--- src/rtl/phase_sequencer.sv ---
// Instruction phase sequencer: synchronizes a run/stop button, then steps
// phases 0..4 while running, stopping only at the 4->0 instruction boundary.
module phase_sequencer #(
    parameter int SYNC_STAGES = 2
) (
    input  logic       clock,
    input  logic       reset,
    input  logic       exec,
    input  logic       halt,
    output logic [2:0] phase,
    output logic       running,
    output logic       register_reset,
    output logic       p1,
    output logic       p2,
    output logic       p3,
    output logic       p4,
    output logic       p5
);

    typedef enum logic {
        ST_HALTED  = 1'b0,
        ST_RUNNING = 1'b1
    } run_state_t;

    localparam logic [2:0] LAST_PHASE = 3'd4;

    logic [SYNC_STAGES-1:0] sync_q;
    logic                   exec_prev;
    logic                   exec_pulse;
    logic                   pulse_ok;

    run_state_t state, state_next;
    logic [2:0] phase_next;
    logic       stop_req, stop_req_next;
    logic       at_boundary;

    // Synchronizer chain and edge detector; exec is asynchronous to clock.
    // NOTE: sequential state uses non-blocking assignments so every flop
    // samples the pre-edge values of its neighbours, exactly like hardware.
    always_ff @(posedge clock or posedge reset) begin
        if (reset) begin
            sync_q    <= '0;
            exec_prev <= 1'b0;
        end else begin
            sync_q    <= {sync_q[SYNC_STAGES-2:0], exec};
            exec_prev <= sync_q[SYNC_STAGES-1];
        end
    end

    assign exec_pulse = sync_q[SYNC_STAGES-1] & ~exec_prev;
    // A press is never accepted on the edge that releases the register clear.
    assign pulse_ok   = exec_pulse & ~register_reset;

    // State register.
    always_ff @(posedge clock or posedge reset) begin
        if (reset) begin
            state          <= ST_HALTED;
            phase          <= 3'd0;
            stop_req       <= 1'b0;
            register_reset <= 1'b1;
        end else begin
            state          <= state_next;
            phase          <= phase_next;
            stop_req       <= stop_req_next;
            register_reset <= 1'b0;
        end
    end

    // Illegal phases 5..7 are treated as the boundary so they fall back to 0.
    assign at_boundary = (phase >= LAST_PHASE);

    // Next-state logic.
    // NOTE: every signal gets a default first so no path leaves it unassigned
    // and no latch is inferred.
    always_comb begin
        state_next    = state;
        phase_next    = 3'd0;
        stop_req_next = 1'b0;
        unique case (state)
            ST_HALTED: begin
                if (pulse_ok) state_next = ST_RUNNING;
            end
            ST_RUNNING: begin
                stop_req_next = stop_req | pulse_ok;
                if (at_boundary) begin
                    phase_next = 3'd0;
                    // halt only counts in the last phase; a stop lands on the wrap.
                    if (stop_req | pulse_ok | halt) begin
                        state_next    = ST_HALTED;
                        stop_req_next = 1'b0;
                    end
                end else begin
                    phase_next = phase + 3'd1;
                end
            end
            default: state_next = ST_HALTED;
        endcase
    end

    // Output decode of registered state only.
    always_comb begin
        running = (state == ST_RUNNING);
        p1 = running && (phase == 3'd0);
        p2 = running && (phase == 3'd1);
        p3 = running && (phase == 3'd2);
        p4 = running && (phase == 3'd3);
        p5 = running && (phase == 3'd4);
    end

endmodule

--- config.mk ---
export PLATFORM = sky130hd
export DESIGN_NAME = phase_sequencer
export DESIGN_NICKNAME = d
export VERILOG_FILES = /design/src/rtl/phase_sequencer.sv
export SDC_FILE = /design/constraint.sdc
export NUM_CORES = 1
export LEC_CHECK = 0
export CORE_AREA = 2 2 39 41
export DETAILED_ROUTE_END_ITERATION = 8
export DIE_AREA = 0 0 41 43
export PLACE_DENSITY_LB_ADDON = 0.1
export SYNTH_ARGS = -nofsm -noshare
export SYNTH_HDL_FRONTEND = slang
export SYNTH_SLANG_ARGS = --single-unit
--- constraint.sdc ---
create_clock -name clock -period 1.9 [get_ports clock]
set_input_delay 0.19 -clock clock [delete_from_list [all_inputs] [get_ports clock]]
set_output_delay 0.19 -clock clock [all_outputs]
set_load 0.03 [all_outputs]
==> results.md <==
* Hold_ws at about 190 ps
* Setup_tns at 0 ps
* Synth Area in Compound Gates at 0.0408
* Top-area cell type share of the netlist area at 0.502
* CP cell instances: ha_1, ha_1, and2_1, dlygate4sd2_1
* Mapped Cells at 34
* Design area at 577 sq um
* Via count at 281
* Crit path launch type: register
* Register area share after synthesis at 0.567
* Clock Skew at approximately 4.6 ps
* R2R Path End: phase[2]
* Largest delay contributor family on the critical path: flip-flops
* Fin nets at 62
* Synthesized area at ~400 sq um
* Placer Congestion at 0.765
* Worst-case reg-to-reg path depth at 3
* Port Buf Inserts at 13
* Synth warnings at 0
* Post-CTS resize count at 5
* Adder-Cell Fraction of Synth Area at 0.157
* Leading cell types in the layout, fill and taps excluded: dfrtp_1, clkdlybuf4s50_1, and2_1, ha_1, dlygate4sd2_1
* Seq cells post-synth at 9
* Slowest-stage cell, CP: dfrtp_1
* Crit path top cell by count: ha_1
* Cell Area, Placed at between 500 and 600 sq um
* Met2 wire len at between 300 and 400 um
* Global-route wire length before repair at 1220 um
* Final wirelength at between 700 and 800 um
* Root Buffer: clkbuf_4
* Top sig layer: met4
* Syn avg cell area at ~12 sq um
* CP Capture Point: p4
* Hold_buf cts at 0
* WP data arrival at 1570 ps
* Io pins at 14
* Num rows at 14
* Final worst-path cycle share at 0.924
* CP max FO at 5
* Max_cap viols at 0
* Worst-skew pair later-pin latency at 260 ps
* Mux cell area share after synthesis at 0
* Initial antenna violation count at 0
* Critical path type: register to primary output
* Design Power at 945 uW
* VDD IR-drop max at 0.449 mV
* Top cells by area, synth: dfrtp_1, ha_1, and2_1, dfstp_2, inv_1
* R2R Setup Slk at ~800 ps
* Residual DRC at 0
* Antenna cells at 0
* HP Class: input pin to asynchronous set/reset pin
* Largest net degree at the start of global routing at 10
* Area of the core at 1380 sq um
* Routed len/inst at between 10 and 15 um
* Levels on crit path at 4
* Synth cell types at 13
* Worst path bufs/invs at 1
* Max Slew Vio Count at 0
* Biggest area consumer among synthesized cells: dfrtp_1
* Setup repair bufs after CTS at 0
* Initial Util at 0.288
* Pwr dens at between 1500 and 2000 nW/um^2
* Final hold vios at 0
* Setup-failing EPs final at 0
* Worst Setup SP: phase[0]
* Die Y at 43 um
* Leak at between 0.0002 and 0.0003 uW
* Critical Path RT at between 1500 and 2000 ps
* Largest family of logic cells by synthesized area: simple AND/OR/NAND/NOR gates
* RSZ-0062 raised after global routing: false
* Met1 Wirelength at between 300 and 400 um
* Post-layout min period at 1760 ps
* Outcome: finished clean
* Initial DRC Count at 2
* CP endpoint kind: primary output
* Share of cells above drive strength 1 at 0.115
* Met3 WL post-DR at between 40 and 50 um
* Vias/cell at 4.13
* Die X at between 40 and 50 um
* Mapped Nets at 43
* Die Area at between 1500 and 2000 sq um
* CTS tree: built
* CTS Buf Count at 3
* Global route overflow at 0
* Synthesis-to-finish area growth at 44.5%
* FMAX at ~570 MHz
* Fin util at 0.417
* Crit-path max cell delay at 430 ps
* Maximum root-to-sink buffer count at 2
* R2R Path Start: phase[0]
* Total iterations of the first detailed-routing run at 2
* Post-synthesis simple-gate area fraction at 0.188
* CTS sink count at 9
* Detail Route Antenna Nets at 0
* H-tree lvl count at 1
* GRT Resource Usage Total at 0.110
* Number of global-route vias before repair at roughly 290
* Clock transition at the registers of the reported paths at 60 ps
* Xor and xnor fraction of the mapped netlist area at 0
[where the power goes]
part	internal, uW	total (uW)	switching, uW
sequential	245	291	45.4
combinational	203	508	305
clock	80.9	146	65.6
total	529	945	416
[cell type report]
cell class	count	area [sq um]
clock buffer	4	26.3
sequential	9	226
multi-input combinational	21	158
inverter	4	15.0
tap	16	20.0
timing repair buffer	14	131
fill	142	807
[layer usage]
layer	vias to the layer above	track usage
li1	142	-
met1	129	0.130
met2	8	0.150
met3	2	0.0471
met4	0	0.0800
met5	-	0
[synth_stat cells]
cell      count
conb_1        1
and2_1        5
o21a_1        1
nor2_1        4
dfstp_2       1
inv_1         4
and3_1        1
ha_1          5
nor2b_1       1
nor3b_2       1
nand2_1       1
o311ai_1      1
dfrtp_1       8
[state kept, by name, summed over array words and instances, names as in the netlist]
name / flops
phase: 3
running: 1
sync_q: 2
exec_prev: 1
register_reset: 1
stop_req: 1
[worst min-delay path by stage]
| stage | from | cells past startpoint | slack [ps] | endpoint |
|---|---|---|---|---|
| floorplan | reset | 1 | 20 | exec_prev |
| global route | reset | 2 | 220 | phase[0] |
| finish | reset | 2 | 190 | phase[0] |
| global placement | sync_q[0] | 0 | 330 | sync_q[1] |
| detailed placement | sync_q[0] | 0 | 340 | sync_q[1] |
| CTS | reset | 2 | 200 | phase[1] |
[kinds of logic after synthesis]
kind of cell               Yosys count
buffers and inverters                4
and+or+nand+nor                     13
other                                1
DFF                                  9
adders and majority gates            5
AOI/OAI and AO/OA                    2
[stage by stage]
stage / worst slack (ps) / instances
after floorplan: 548 / 34
after global placement: 213 / 64
after detailed placement: 192 / 64
after CTS: 133 / 68
after global routing: 53.2 / 68
final: 145 / 68
(Power assumes the default switching activity.)
